**config.mk**
```make
export PLATFORM = sky130hd
export DESIGN_NAME = digit_infer_ctrl
export DESIGN_NICKNAME = d
export VERILOG_FILES = /design/src/rtl/digit_infer_pkg.sv /design/src/rtl/infer_mac.sv /design/src/rtl/digit_infer_ctrl.sv
export SDC_FILE = /design/constraint.sdc
export NUM_CORES = 1
export LEC_CHECK = 0
export ABC_AREA = 1
export CAP_MARGIN = 25
export CORE_MARGIN = 3
export CORE_UTILIZATION = 35
export CTS_CLUSTER_SIZE = 28
export DETAILED_ROUTE_END_ITERATION = 8
export GPL_ROUTABILITY_DRIVEN = 0
export PLACE_DENSITY_LB_ADDON = 0.08
export SLEW_MARGIN = 20
export SYNTH_ARGS = -nofsm -noshare
export SYNTH_HDL_FRONTEND = slang
export SYNTH_HIERARCHICAL = 1
export SYNTH_SLANG_ARGS = --single-unit
```
**constraint.sdc**
```tcl
create_clock -name clk_clk -period 4.82 [get_ports clk_clk]
set_input_delay 0.723 -clock clk_clk [delete_from_list [all_inputs] [get_ports clk_clk]]
set_output_delay 0.723 -clock clk_clk [all_outputs]
set_load 0.005 [all_outputs]
```
**src/rtl/digit_infer_pkg.sv**
```systemverilog
// digit_infer_pkg: FSM encoding, result word width and 32-bit saturation limits
// shared by the digit inference controller and its MAC datapath.
package digit_infer_pkg;

  typedef enum logic [2:0] {
    IDLE,
    MAC,
    DRAIN,
    STORE,
    ARGMAX,
    DONE
  } state_t;

  localparam int RES_W = 32;

  localparam longint SAT_MAX = 64'sd2147483647;
  localparam longint SAT_MIN = -64'sd2147483648;

  localparam logic [RES_W-1:0] RES_POS_LIMIT = 32'h7fff_ffff;
  localparam logic [RES_W-1:0] RES_NEG_LIMIT = 32'h8000_0000;

  // Clamp a sign-extended accumulator value into a signed RES_W-bit word.
  function automatic logic [RES_W-1:0] saturate(input longint value);
    logic [RES_W-1:0] word;
    if (value > SAT_MAX) begin
      word = RES_POS_LIMIT;
    end else if (value < SAT_MIN) begin
      word = RES_NEG_LIMIT;
    end else begin
      word = value[RES_W-1:0];
    end
    return word;
  endfunction

endpackage

```
**src/rtl/infer_mac.sv**
```systemverilog
// infer_mac: signed-weight x unsigned-pixel multiply-accumulate with 32-bit saturation.
// Define DIGIT_INFER_RELU_EN to clamp negative saturated scores to zero.
module infer_mac
  import digit_infer_pkg::*;
#(
  parameter int ACC_W = 40
) (
  input  logic             clk,
  input  logic             rst_n,
  input  logic             clear,
  input  logic             enable,
  input  logic             dump,
  input  logic [7:0]       pix_data,
  input  logic [15:0]      w_data,
  output logic [RES_W-1:0] sat_word
);

  logic signed [ACC_W-1:0] acc_reg;
  logic signed [24:0]      w_ext;
  logic signed [24:0]      p_ext;
  logic signed [24:0]      product;
  logic [RES_W-1:0]        clipped;

  // 16x9 signed product always fits in 25 bits, so the truncated multiply is exact.
  assign w_ext   = {{9{w_data[15]}}, w_data};
  assign p_ext   = {17'b0, pix_data};
  assign product = w_ext * p_ext;

  always_ff @(posedge clk or negedge rst_n) begin
    if (!rst_n) begin
      acc_reg <= '0;
    end else if (clear || dump) begin
      acc_reg <= '0;
    end else if (enable) begin
      acc_reg <= acc_reg + {{(ACC_W-25){product[24]}}, product};
    end
  end

  assign clipped = saturate(64'(acc_reg));

`ifdef DIGIT_INFER_RELU_EN
  assign sat_word = clipped[RES_W-1] ? '0 : clipped;
`else
  assign sat_word = clipped;
`endif

endmodule

```
**src/rtl/digit_infer_ctrl.sv**
```systemverilog
// digit_infer_ctrl: sequences one fully-connected layer (N_IN pixels x N_OUT classes)
// over external memories, stores saturated scores and selects the arg-max class.
// Define DIGIT_INFER_RELU_EN to store negative scores as zero.
module digit_infer_ctrl
  import digit_infer_pkg::*;
#(
  parameter int N_IN  = 784,
  parameter int N_OUT = 10,
  parameter int ACC_W = 40,
  localparam int PIX_AW = (N_IN > 1) ? $clog2(N_IN) : 1,
  localparam int W_AW   = (N_IN * N_OUT > 1) ? $clog2(N_IN * N_OUT) : 1
) (
  input  logic                   clk_clk,
  input  logic                   reset_reset_n,
  input  logic                   start,
  output logic                   busy,
  output logic                   done,
  output logic [PIX_AW-1:0]      pix_addr,
  output logic [W_AW-1:0]        w_addr,
  input  logic [7:0]             pix_data,
  input  logic [15:0]            w_data,
  output logic [N_OUT*RES_W-1:0] res,
  output logic [3:0]             inference
);

  localparam int K_W = (N_OUT > 1) ? $clog2(N_OUT) : 1;

  state_t                  state_reg;
  logic                    busy_reg;
  logic                    done_reg;
  logic                    mac_valid_reg;
  logic [PIX_AW-1:0]       pix_addr_reg;
  logic [W_AW-1:0]         w_addr_reg;
  logic [W_AW-1:0]         w_base_reg;
  logic [K_W-1:0]          k_reg;
  logic [K_W-1:0]          j_reg;
  logic signed [RES_W-1:0] max_reg;
  logic [3:0]              idx_reg;
  logic [3:0]              inference_reg;
  logic [RES_W-1:0]        res_reg [N_OUT];

  logic [RES_W-1:0]        sat_word;
  logic signed [RES_W-1:0] scan_word;
  logic                    scan_take;
  logic                    mac_clear;
  logic                    mac_dump;

  assign mac_clear = (state_reg == IDLE) && start;
  assign mac_dump  = (state_reg == STORE);

  // Strictly-greater replacement keeps the lowest index on ties.
  assign scan_word = res_reg[j_reg];
  assign scan_take = (j_reg == '0) || (scan_word > max_reg);

  infer_mac #(
    .ACC_W(ACC_W)
  ) u_mac (
    .clk      (clk_clk),
    .rst_n    (reset_reset_n),
    .clear    (mac_clear),
    .enable   (mac_valid_reg),
    .dump     (mac_dump),
    .pix_data (pix_data),
    .w_data   (w_data),
    .sat_word (sat_word)
  );

  always_ff @(posedge clk_clk or negedge reset_reset_n) begin
    if (!reset_reset_n) begin
      state_reg     <= IDLE;
      busy_reg      <= 1'b0;
      done_reg      <= 1'b0;
      mac_valid_reg <= 1'b0;
      pix_addr_reg  <= '0;
      w_addr_reg    <= '0;
      w_base_reg    <= '0;
      k_reg         <= '0;
      j_reg         <= '0;
      max_reg       <= '0;
      idx_reg       <= '0;
      inference_reg <= '0;
      for (int n = 0; n < N_OUT; n++) begin
        res_reg[n] <= '0;
      end
    end else begin
      done_reg      <= 1'b0;
      // Memory data lags the address by one cycle, so accumulate the cycle after each MAC cycle.
      mac_valid_reg <= (state_reg == MAC);
      case (state_reg)
        IDLE: begin
          if (start) begin
            state_reg    <= MAC;
            busy_reg     <= 1'b1;
            k_reg        <= '0;
            pix_addr_reg <= '0;
            w_addr_reg   <= '0;
            w_base_reg   <= W_AW'(N_IN);
          end
        end
        MAC: begin
          if (pix_addr_reg == PIX_AW'(N_IN - 1)) begin
            state_reg    <= DRAIN;
            pix_addr_reg <= '0;
            w_addr_reg   <= '0;
          end else begin
            pix_addr_reg <= pix_addr_reg + PIX_AW'(1);
            w_addr_reg   <= w_addr_reg + W_AW'(1);
          end
        end
        DRAIN: begin
          state_reg <= STORE;
        end
        STORE: begin
          res_reg[k_reg] <= sat_word;
          if (k_reg == K_W'(N_OUT - 1)) begin
            state_reg <= ARGMAX;
            j_reg     <= '0;
          end else begin
            state_reg  <= MAC;
            k_reg      <= k_reg + K_W'(1);
            w_addr_reg <= w_base_reg;
            w_base_reg <= w_base_reg + W_AW'(N_IN);
          end
        end
        ARGMAX: begin
          if (scan_take) begin
            max_reg <= scan_word;
            idx_reg <= 4'(j_reg);
          end
          if (j_reg == K_W'(N_OUT - 1)) begin
            inference_reg <= scan_take ? 4'(j_reg) : idx_reg;
            done_reg      <= 1'b1;
            state_reg     <= DONE;
          end else begin
            j_reg <= j_reg + K_W'(1);
          end
        end
        DONE: begin
          state_reg <= IDLE;
          busy_reg  <= 1'b0;
        end
        default: begin
          state_reg <= IDLE;
          busy_reg  <= 1'b0;
        end
      endcase
    end
  end

  assign busy      = busy_reg;
  assign done      = done_reg;
  assign pix_addr  = pix_addr_reg;
  assign w_addr    = w_addr_reg;
  assign inference = inference_reg;

  generate
    for (genvar gi = 0; gi < N_OUT; gi++) begin : g_res
      assign res[gi*RES_W +: RES_W] = res_reg[gi];
    end
  endgenerate

endmodule

```
# After elaboration in Yosys (flattened, before gate mapping)
# Cells that the tools add are included.
[op_classes] n_addsub=6 n_mul=1 n_lt_le_gt_ge=6 n_eq_ne=13 muxes=36 bitwise_logic=3 reduce_logical=20
[op_table] cell="$bwmux W320" n=1
[op_table] cell="$mux W32" n=5
[op_table] cell="$bmux W32 S4" n=1
[op_table] cell="$demux W32 S4" n=1
[op_table] cell="$mux W40" n=2
[op_table] cell="$mux W13" n=5
[op_table] cell="$add A40 B40 Y40" n=1
[op_table] cell="$gt A40 B32 Y1 const B" n=1
[op_table] cell="$lt A40 B32 Y1 const B" n=1
[op_table] cell="$pmux W13 S3" n=1
[op_table] cell="$gt A32 B32 Y1" n=1
[op_table] cell="$pmux W13 S2" n=1
[op_table] cell="$mul A16 B9 Y25" n=1
[op_table] cell="$mux W10" n=2
[op_table] cell="$mux W4" n=5
[op_table] cell="$pmux W10 S2" n=1
[op_table] cell="$pmux W4 S2" n=2
[op_table] cell="$pmux W3 S5" n=1
[op_table] cell="$add A13 B1 Y13 const B" n=1
[op_table] cell="$add A13 B10 Y13 const B" n=1
[op_table] cell="$mux W3" n=4
[op_table] cell="$reduce_and A3 Y1" n=4
[op_table] cell="$add A10 B1 Y10 const B" n=1
[op_table] cell="$eq A10 B10 Y1 const B" n=1
[op_table] cell="21 further kinds" n=40
[word_totals] reg_bits=450 wordCells=108

# Depth between registers and ports, before layout
# Gate-level depths: netlist of run 1.
[depth] word_depth=7 depth_mapped=37 ltp_nobuf=35

# Hierarchy
# The synthesis of run 1 kept the hierarchy.
[modules_own_cells] mod="digit_infer_ctrl" instances=1 cells_per_inst=2290 area_per_inst_um2=18821.8
[modules_own_cells] mod="infer_mac" instances=1 cells_per_inst=1475 area_per_inst_um2=9611.7

# Least setup slack after synthesis of run 1
# OpenSTA, ideal clock, no wires.
[synth_timing] path_kind="input to register" start="input port w_data[15]" end="register u_mac.acc_reg[38]" setup_ns=0.117 arrival_time_ns=6.118 required_ns=4.703 slack_ns=-1.415 stages=32 path_buffers=1 path_cell_list="clkbuf_1 > nand2_1 > inv_1 > fa_1 > inv_1 > fa_1 > inv_1 > fa_1 > inv_1 > fa_1 > inv_1 > ha_1 > nand2_1 > inv_1 > nand2_1 > nand2_1 > a21oi_1 > nand3_2 > nand2_1 > nand2_1 > ha_1 > nand2_1 > nor2_1 > inv_1 > nor2_2 > inv_1 > nor2_1 > nand3_1 > nand3_1 > nand2_1 > nand3_1 > nand2_1"
[synth_via] elab_chain_cells=4
[synth_rtl] element="start: declaration" line_no="digit_infer_ctrl.sv:21" text="input logic [15:0] w_data,"
[synth_rtl] element="$mul A16 B9 Y25" line_no="infer_mac.sv:27" text="assign product = w_ext * p_ext;"
[synth_rtl] element="$add A40 B40 Y40" line_no="infer_mac.sv:35" text="acc_reg <= acc_reg + {{(ACC_W-25){product[24]}}, product};"
[synth_rtl] element="$mux W40" line_no="infer_mac.sv:34" text="end else if (enable) begin"
[synth_rtl] element="$mux W40" line_no="infer_mac.sv:32" text="end else if (clear || dump) begin"
[synth_rtl] element="end signal: assignment" line_no="infer_mac.sv:35"
[synth_rtl] element="end: declaration" line_no="infer_mac.sv:18" text="logic signed [ACC_W-1:0] acc_reg;"
# No other way between the ends. The select of a mux whose other input is x is not followed.
# A chain may end at the register's enable or synchronous reset.

# Worst setup path in the final report of run 1
[layout_timing] start="input port pix_data[1]" end="register u_mac.acc_reg[30]"
[layout_via] elab_chain_cells=4
[layout_rtl] element="start: declaration" line_no="digit_infer_ctrl.sv:20" text="input logic [7:0] pix_data,"
[layout_rtl] element="$mul A16 B9 Y25" line_no="infer_mac.sv:27"
[layout_rtl] element="$add A40 B40 Y40" line_no="infer_mac.sv:35"
[layout_rtl] element="$mux W40" line_no="infer_mac.sv:34"
[layout_rtl] element="$mux W40" line_no="infer_mac.sv:32"
# No other way between the ends. The select of a mux whose other input is x is not followed.

==> impl_summary.log, run 1 <==
[metrics] run status: finished with violations
[metrics] violations in the final reports: setup timing
[metrics] total congestion overflow after global routing: 0
[metrics] Min Clock Period, post-route: 5.50 ns
[metrics] most used standard cell by instance count after synthesis: sky130_fd_sc_hd__nand2_1
[metrics] post-route fraction of the period consumed by the critical path: 114%
[metrics] maximum clock frequency: 182 MHz
[metrics] wire length on met3: 7.29 mm
[metrics] overall power consumption: 37,300 µW
[metrics] DR vias: 27.7k
[metrics] buffers added on ports: 375
[metrics] antenna-violating nets left: 0
[metrics] largest net degree at the start of global routing: 132
[metrics] max-cap viol count: 0
[metrics] relative area change from synthesis to final layout: 41.9%
[metrics] routed len/inst: 20.6 µm
[metrics] sum of routed wire length over all layers: 112 mm
[metrics] Post-layout nets: 4,635
[metrics] cell row count: 103
[metrics] synth cell count leaders: sky130_fd_sc_hd__nand2_1, sky130_fd_sc_hd__o21ai_0, sky130_fd_sc_hd__inv_1
[metrics] number of H-tree branching levels: 2
[metrics] initial detailed-routing violation count: 1,877
[metrics] clock slew at the register clock pins of the worst setup and hold paths: 0.06 ns
[metrics] largest cells by area after synthesis: sky130_fd_sc_hd__dfrtp_1, sky130_fd_sc_hd__nand2_1, sky130_fd_sc_hd__o21ai_0, sky130_fd_sc_hd__fa_1, sky130_fd_sc_hd__inv_1
[metrics] power density over cell area: 925 nW/µm²
[metrics] FFs w/ async S/R, synth: 100%
[metrics] wire length on met1: 49.4 mm
[metrics] Syn Std Cell Area: 28,400 µm²
[metrics] number of slew-limit violations in the final report: 0
[metrics] Inst Count DP: 5,271
[metrics] area of the core: 79,800 µm²
[metrics] die outline width: 291 µm
[metrics] area of the multi-input gates: 17,200 µm²
[metrics] Least-Margin Pin Slew: 0.997 ns
[metrics] Layout fillers: 7,712
[metrics] kind of launch point of the worst setup path: input port
[metrics] syn_nets: 4,027
[metrics] setup slack at placement: -1.87 ns
[metrics] count of placed standard cells in the final layout, fillers left out: 5,468
[metrics] CTS sink count: 446
[metrics] DR DRC count: 0
[metrics] vias in the first global route: 27.3k
[metrics] worst min path class: in2async
[metrics] RSZ-0062 raised after global routing: true
[metrics] CP Data Arrival Time: 6.04 ns
[metrics] Worst setup EP type: flop
[metrics] final worst clock skew: 0.0286 ns
[metrics] CTS max path bufs: 3
[metrics] Netlist cell types: 51
[metrics] Detailed Place HPWL: 81.6 mm
[metrics] Worst slew margin: 33.6%
[metrics] highest cell delay on the worst timing path: 0.62 ns
[metrics] Avg Synthesized Cell Area: 7.55 µm²
[metrics] fraction of the yosys area taken by sequential cells: 39.3%
[metrics] cell count after synthesis: 3,765
[metrics] clk_lat worst skew: 0.62 ns
[metrics] leakage dissipation: 0.0195 µW
[metrics] slowest CP cell: sky130_fd_sc_hd__fa_2
[metrics] required time of the critical path: 5.36 ns
[metrics] maximum resistive drop on vdd: 1.00 mV
[metrics] initial antenna violation count: 4
[metrics] total iterations of the first detailed-routing run: 5
[metrics] effective utilization at floorplan: 35.6%
[metrics] area share of the largest cell type after synthesis: 39.3%
[metrics] CP max FO: 8
[metrics] CTS root buf: sky130_fd_sc_hd__clkbuf_16
[metrics] max layer used: met4
[metrics] total of flip-flops plus latches after synthesis: 446
[metrics] register area: 11,200 µm²
[metrics] hold violation total from the final report: 0
[metrics] final setup fails: 31
[metrics] max FFs per register: 320
[metrics] top-level port count: 376
[metrics] length of routed met2 wiring: 51.8 mm
[metrics] number of buffers created by CTS: 54
[metrics] Final Worst Setup Slack: -0.678 ns
[metrics] synthesis warning total: 6
[metrics] chip height: 291 µm
[metrics] number of vias per cell: 5.06
[metrics] Main synth FF type: sky130_fd_sc_hd__dfrtp_1
[metrics] die area: 84,700 µm²
[metrics] Setup CP Type: in2reg
[metrics] first-pass GRT wire length: 171 mm
[metrics] share of post-route cells with drive strength above 1: 21.6%
[metrics] number of synthesized flops with an enable pin: 0
[metrics] clock tree from TritonCTS: done
[metrics] Total GRT Usage: 26.1%
[metrics] Crit path top cell by count: sky130_fd_sc_hd__buf_4
[metrics] library cell occupying the most area in the post-synthesis netlist: sky130_fd_sc_hd__dfrtp_1
[metrics] Setup TNS Final: -15.33 ns
[layout by cell type, fill, tap and decap left out, types with 23 or more instances in the layout]
master,instances
sky130_fd_sc_hd__nand2_1,956
sky130_fd_sc_hd__o21ai_0,511
sky130_fd_sc_hd__dfrtp_1,444
sky130_fd_sc_hd__inv_1,403
sky130_fd_sc_hd__clkdlybuf4s50_1,350
sky130_fd_sc_hd__buf_4,276
sky130_fd_sc_hd__nor2_1,207
sky130_fd_sc_hd__nand3_1,125
sky130_fd_sc_hd__fa_1,91
sky130_fd_sc_hd__o22ai_1,80
sky130_fd_sc_hd__ha_1,78
sky130_fd_sc_hd__nand2_2,77
sky130_fd_sc_hd__inv_2,75
sky130_fd_sc_hd__buf_6,56
sky130_fd_sc_hd__clkbuf_16,54
sky130_fd_sc_hd__o21ai_1,51
sky130_fd_sc_hd__a21oi_1,50
sky130_fd_sc_hd__ha_4,49
sky130_fd_sc_hd__nand2_4,43
sky130_fd_sc_hd__a21oi_2,36
sky130_fd_sc_hd__nor2_4,33
sky130_fd_sc_hd__nand4_1,28
sky130_fd_sc_hd__nor2_2,27
sky130_fd_sc_hd__buf_12,27
sky130_fd_sc_hd__a21oi_4,23
[final cells by class]
cell class                      instances  area share, %
Clock buffer                           78           3.85
Tap cell                             1050           3.26
Inverter                              489           4.62
Antenna cell                            2         0.0124
Timing Repair Buffer                  734           17.5
Sequential cell                       446           27.7
Clock inverter                         21          0.543
Multi-Input combinational cell       2648           42.6
[stage by stage]
stage	util [%]	instance area, µm²	hold WS (ns)
after floorplan	-	29300	0.427
after detailed placement	44.8	35800	0.460
after global routing	50.6	40300	0.146
after CTS	49.3	39400	0.152
final	50.6	40300	0.111
after global placement	44.8	35700	0.454
[critical path: cells and delay by family]
kind | cells | cell delay [ns]
AND/OR/NAND/NOR | 13 | 1.36
AO/OA/AOI/OAI | 3 | 0.50
buffers and inverters | 18 | 2.01
adder cells (fa/ha/maj) | 3 | 1.43
[kinds of logic (layout without fill, tap and decap cells)]
group | count (synthesis) | count (layout) | share of synthesized area (%)
buffers and inverters | 671 | 1322 | 9.03
adder cells (fa/ha/maj) | 235 | 235 | 13.1
XOR/XNOR | 27 | 27 | 0.832
AO/OA/AOI/OAI | 822 | 822 | 15.4
AND/OR/NAND/NOR | 1564 | 1564 | 22.4
other | 0 | 2 | 0
flip-flops | 446 | 446 | 39.3
[per-layer routing]
layer	global-route usage (%)	vias to the layer above
met4	8.00	0
met1	35.7	13401
met3	4.71	175
met5	0	-
li1	-	13300
met2	42.0	791
[path summary, 6_finish.rpt]
kind / from / end / slack (ns) / cells after the start
worst max-delay path: pix_data[1] / u_mac/acc_reg[30]$_DFFE_PN0P_ / -0.68 / 37
worst min-delay path: reset_reset_n / w_addr[12]$_DFFE_PN0P_ / 0.11 / 1
worst max register to register: j_reg[0]$_DFFE_PN0P_ / max_reg[0]$_DFFE_PN0P_ / 0.62 / 18
worst min register to register: max_reg[24]$_DFFE_PN0P_ / max_reg[24]$_DFFE_PN0P_ / 0.47 / 2
max in group asynchronous: reset_reset_n / j_reg[1]$_DFFE_PN0P_ / 3.55 / 2
min in group clk_clk: max_reg[24]$_DFFE_PN0P_ / max_reg[24]$_DFFE_PN0P_ / 0.47 / 2
[power by group]
part	switching, µW	internal [µW]
Combinational	15600	13300
Clock	1740	2360
Sequential	232	4050
Total	17600	19700
[what timing repair did]
action                                  4_1_cts  5_1_grt
pin swaps                                   164      133
gates resized for setup                     420      205
hold buffers                                  0        0
setup buffers                                64       31
gates cloned                                  6        0
endpoints found under the setup margin       34       33
No activity file was read; power rests on OpenSTA's default activity.
==> inputs of run 2 (changes only) <==
--- a/config.mk
+++ b/config.mk
@@ -6,6 +6,7 @@
 export NUM_CORES = 1
 export LEC_CHECK = 0
 export ABC_AREA = 1
+export ABC_CLOCK_PERIOD_IN_PS = 4820
 export CAP_MARGIN = 25
 export CORE_MARGIN = 3
 export CORE_UTILIZATION = 35
@@ -13,6 +14,7 @@
 export DETAILED_ROUTE_END_ITERATION = 8
 export GPL_ROUTABILITY_DRIVEN = 0
 export PLACE_DENSITY_LB_ADDON = 0.08
+export RECOVER_POWER = 50
 export SLEW_MARGIN = 20
 export SYNTH_ARGS = -nofsm -noshare
 export SYNTH_HDL_FRONTEND = slang
==> run 2 against run 1 <==
The flow finishes with violations (capacitance limit, slew limit, setup timing); non-clock buffer count stayed put; setup slack worse by 0.0032 ns; hold slack improved by 0.36 ns; largest cell class unchanged; flip-flop and latch count unchanged; core utilization fell by 0.12 points; register-to-register slack about the same; via count about the same; fmax barely moved; power hardly changed; clock power about the same.
==> impl_summary.log, run 2 (synthesis results as in run 1) <==
[metrics] routed len/inst: 20.5 µm (about the same)
[metrics] RSZ-0062 raised after global routing: true
[metrics] die outline width: 291 µm (unchanged)
[metrics] DR vias: 27.7k (-0.018%)
[metrics] kind of launch point of the worst setup path: input port
[metrics] total congestion overflow after global routing: 0 (unchanged)
[metrics] vias in the first global route: 27.3k (unchanged)
[metrics] count of placed standard cells in the final layout, fillers left out: 5,467 (-0.018%)
[metrics] max-cap viol count: 5 (+5)
[metrics] Clock Power Share: 11.0% (about the same)
[metrics] Total GRT Usage: 26.1% (unchanged)
[metrics] final worst clock skew: 0.0272 ns (-0.00138 ns)
[metrics] CTS max path bufs: 3 (unchanged)
[metrics] run status: finished with violations
[metrics] Inst Count DP: 5,271 (unchanged)
[metrics] area of all placed cells without fillers: 40,200 µm² (-0.24%)
[metrics] register share of total power: 11.5% (about the same)
[metrics] buffers added on ports: 375 (unchanged)
[metrics] CP Data Arrival Time: 6.04 ns (about the same)
[metrics] post-route fraction of the period consumed by the critical path: 114% (about the same)
[metrics] number of H-tree branching levels: 2 (unchanged)
[metrics] Final Worst Setup Slack: -0.682 ns (-0.00319 ns)
[metrics] Worst slew margin: -68.4% (-100 points)
[metrics] Least-Margin Pin Slew: 2.53 ns (+1.53 ns)
[metrics] setup slack at placement: -1.87 ns (unchanged)
[metrics] power dissipated by switching net loads: 17,600 µW (+0.11%)
[metrics] sum of routed wire length over all layers: 112 mm (about the same)
[metrics] CTS root buf: sky130_fd_sc_hd__clkbuf_16
[metrics] Layout fillers: 7,722 (+0.13%)
[metrics] worst min path class: reg2reg
[metrics] die area: 84,700 µm² (unchanged)
[metrics] effective utilization at floorplan: 35.6% (unchanged)
[metrics] total iterations of the first detailed-routing run: 5 (unchanged)
[metrics] maximum resistive drop on vdd: 1.00 mV (-0.31%)
[metrics] max FFs per register: 320 (unchanged)
[metrics] violations in the final reports: capacitance limit, slew limit, setup timing
[metrics] final setup fails: 31 (unchanged)
[metrics] top-level port count: 376 (unchanged)
[metrics] most common cell after layout, fill and taps aside: sky130_fd_sc_hd__nand2_1
[metrics] slowest CP cell: sky130_fd_sc_hd__fa_2
[metrics] largest net degree at the start of global routing: 132 (unchanged)
[metrics] number of vias per cell: 5.06 (about the same)
[metrics] number of slew-limit violations in the final report: 303 (+303)
[metrics] Worst setup EP type: flop
[metrics] cell row count: 103 (unchanged)
[metrics] required time of the critical path: 5.36 ns (about the same)
[metrics] DP Area: 35,800 µm² (unchanged)
[metrics] leakage dissipation: 0.0199 µW (+2.3%)
[metrics] DR DRC count: 0 (unchanged)
[metrics] clk_lat worst skew: 0.62 ns (about the same)
[metrics] area of the core: 79,800 µm² (unchanged)
[metrics] CTS sink count: 446 (unchanged)
[metrics] combinational cell fraction of total power: 77.5% (about the same)
[metrics] Setup TNS Final: -15.31 ns (+0.0188 ns)
[metrics] highest cell delay on the worst timing path: 0.62 ns (about the same)
[metrics] hold violation total from the final report: 0 (unchanged)
[metrics] clock slew at the register clock pins of the worst setup and hold paths: 0.06 ns (about the same)
[metrics] chip height: 291 µm (unchanged)
[metrics] CP max FO: 8 (unchanged)
[metrics] antenna-violating nets left: 0 (unchanged)
[metrics] initial antenna violation count: 4 (unchanged)
[metrics] Crit path top cell by count: sky130_fd_sc_hd__buf_4
[metrics] cts-stage hold buffer count: 0 (unchanged)
[metrics] maximum clock frequency: 182 MHz (about the same)
[metrics] internal power of the cells: 19,700 µW (about the same)
[metrics] most used cells in the layout excluding fill and tap cells: sky130_fd_sc_hd__nand2_1, sky130_fd_sc_hd__o21ai_0, sky130_fd_sc_hd__dfrtp_1
[metrics] net switching fraction of the power: 47.1% (about the same)
[metrics] Setup CP Type: in2reg
[metrics] share of post-route cells with drive strength above 1: 21.5% (-0.16 points)
[metrics] Min Clock Period, post-route: 5.50 ns (+0.00319 ns)
[metrics] number of buffers created by CTS: 54 (unchanged)
[metrics] relative area change from synthesis to final layout: 41.5%
[metrics] power density over cell area: 927 nW/µm² (+0.27%)
[metrics] Detailed Place HPWL: 81.6 mm (unchanged)
[metrics] initial detailed-routing violation count: 1,898 (+1.1%)
[metrics] clock tree from TritonCTS: done
[metrics] Post-layout nets: 4,635 (unchanged)
[metrics] first-pass GRT wire length: 171 mm (unchanged)
run 2: cell types whose count changed in the layout (fill, tap and decap cells not counted):
cell	change
sky130_fd_sc_hd__buf_12	-4
sky130_fd_sc_hd__buf_4	-5
sky130_fd_sc_hd__buf_8	-1
sky130_fd_sc_hd__clkbuf_1	+2
sky130_fd_sc_hd__clkbuf_2	+8
sky130_fd_sc_hd__clkdlybuf4s50_1	-144
sky130_fd_sc_hd__diode_2	-1
sky130_fd_sc_hd__dlygate4sd3_1	+144
sky130_fd_sc_hd__inv_1	+3
sky130_fd_sc_hd__inv_2	-3
sky130_fd_sc_hd__nor2_1	+2
sky130_fd_sc_hd__nor2_2	-1
sky130_fd_sc_hd__nor2_4	-1
run 2: through the flow:
stage	total power, µW	util, %	hold WS, ns
finish	37300	50.4	0.469
global route	39700	50.4	0.487
CTS	33400	49.3	0.152
detailed placement	23700	44.8	0.460
global placement	23600	44.8	0.454
floorplan	15700	-	0.427
run 2: final timing paths:
check / start / endpoint / slack [ns] / cells past startpoint
worst min-delay path: max_reg[24]$_DFFE_PN0P_ / max_reg[24]$_DFFE_PN0P_ / 0.47 / 2
min in group asynchronous: reset_reset_n / w_addr[12]$_DFFE_PN0P_ / 0.83 / 1
worst max-delay path: pix_data[1] / u_mac/acc_reg[30]$_DFFE_PN0P_ / -0.68 / 37
worst min register to register: max_reg[24]$_DFFE_PN0P_ / max_reg[24]$_DFFE_PN0P_ / 0.47 / 2
worst max register to register: j_reg[0]$_DFFE_PN0P_ / max_reg[0]$_DFFE_PN0P_ / 0.61 / 18
max in group asynchronous: reset_reset_n / j_reg[1]$_DFFE_PN0P_ / 0.68 / 2
run 2: final cells by class:
type	count	area [µm²]	share of cell area, %
diodes	1	2.50	0.00622
multi-input cells	2648	17200	42.7
inverters	489	1860	4.63
repair buffers	734	6960	17.3
clock buffers	78	1550	3.86
well taps	1050	1310	3.26
clock inverters	21	219	0.544
flip-flops and latches	446	11200	27.8
run 2: per-layer routing:
layer | global-route usage, % | up-vias | part of all wire (%)
met2 | 42.0 | 828 | 46
met1 | 35.7 | 13367 | 44
met3 | 4.71 | 171 | 6.3
met4 | 8.00 | 0 | 3.5
met5 | 0 | - | 0
li1 | - | 13296 | -
run 2: power by group through the flow:
stage | sequential, µW | combinational, µW | clock, µW
after CTS | 4270 | 24900 | 4190
after global routing | 4310 | 31100 | 4340
final | 4280 | 28900 | 4100
after floorplan | 4250 | 11400 | 0
after global placement | 4310 | 19300 | 0
after detailed placement | 4310 | 19300 | 0
run 2: repair_timing:
item | in CTS | in global routing
gates resized for setup | 420 | 205
setup buffers | 64 | 31
setup endpoints to repair | 34 | 33
pin swaps | 164 | 133
gates cloned | 6 | 0
run 2: critical path: cells and delay by family:
kind                     cells  cell delay [ns]
AND/OR/NAND/NOR             13             1.36
AO/OA/AOI/OAI                3             0.49
buffers and inverters       18             2.01
adder cells (fa/ha/maj)      3             1.43
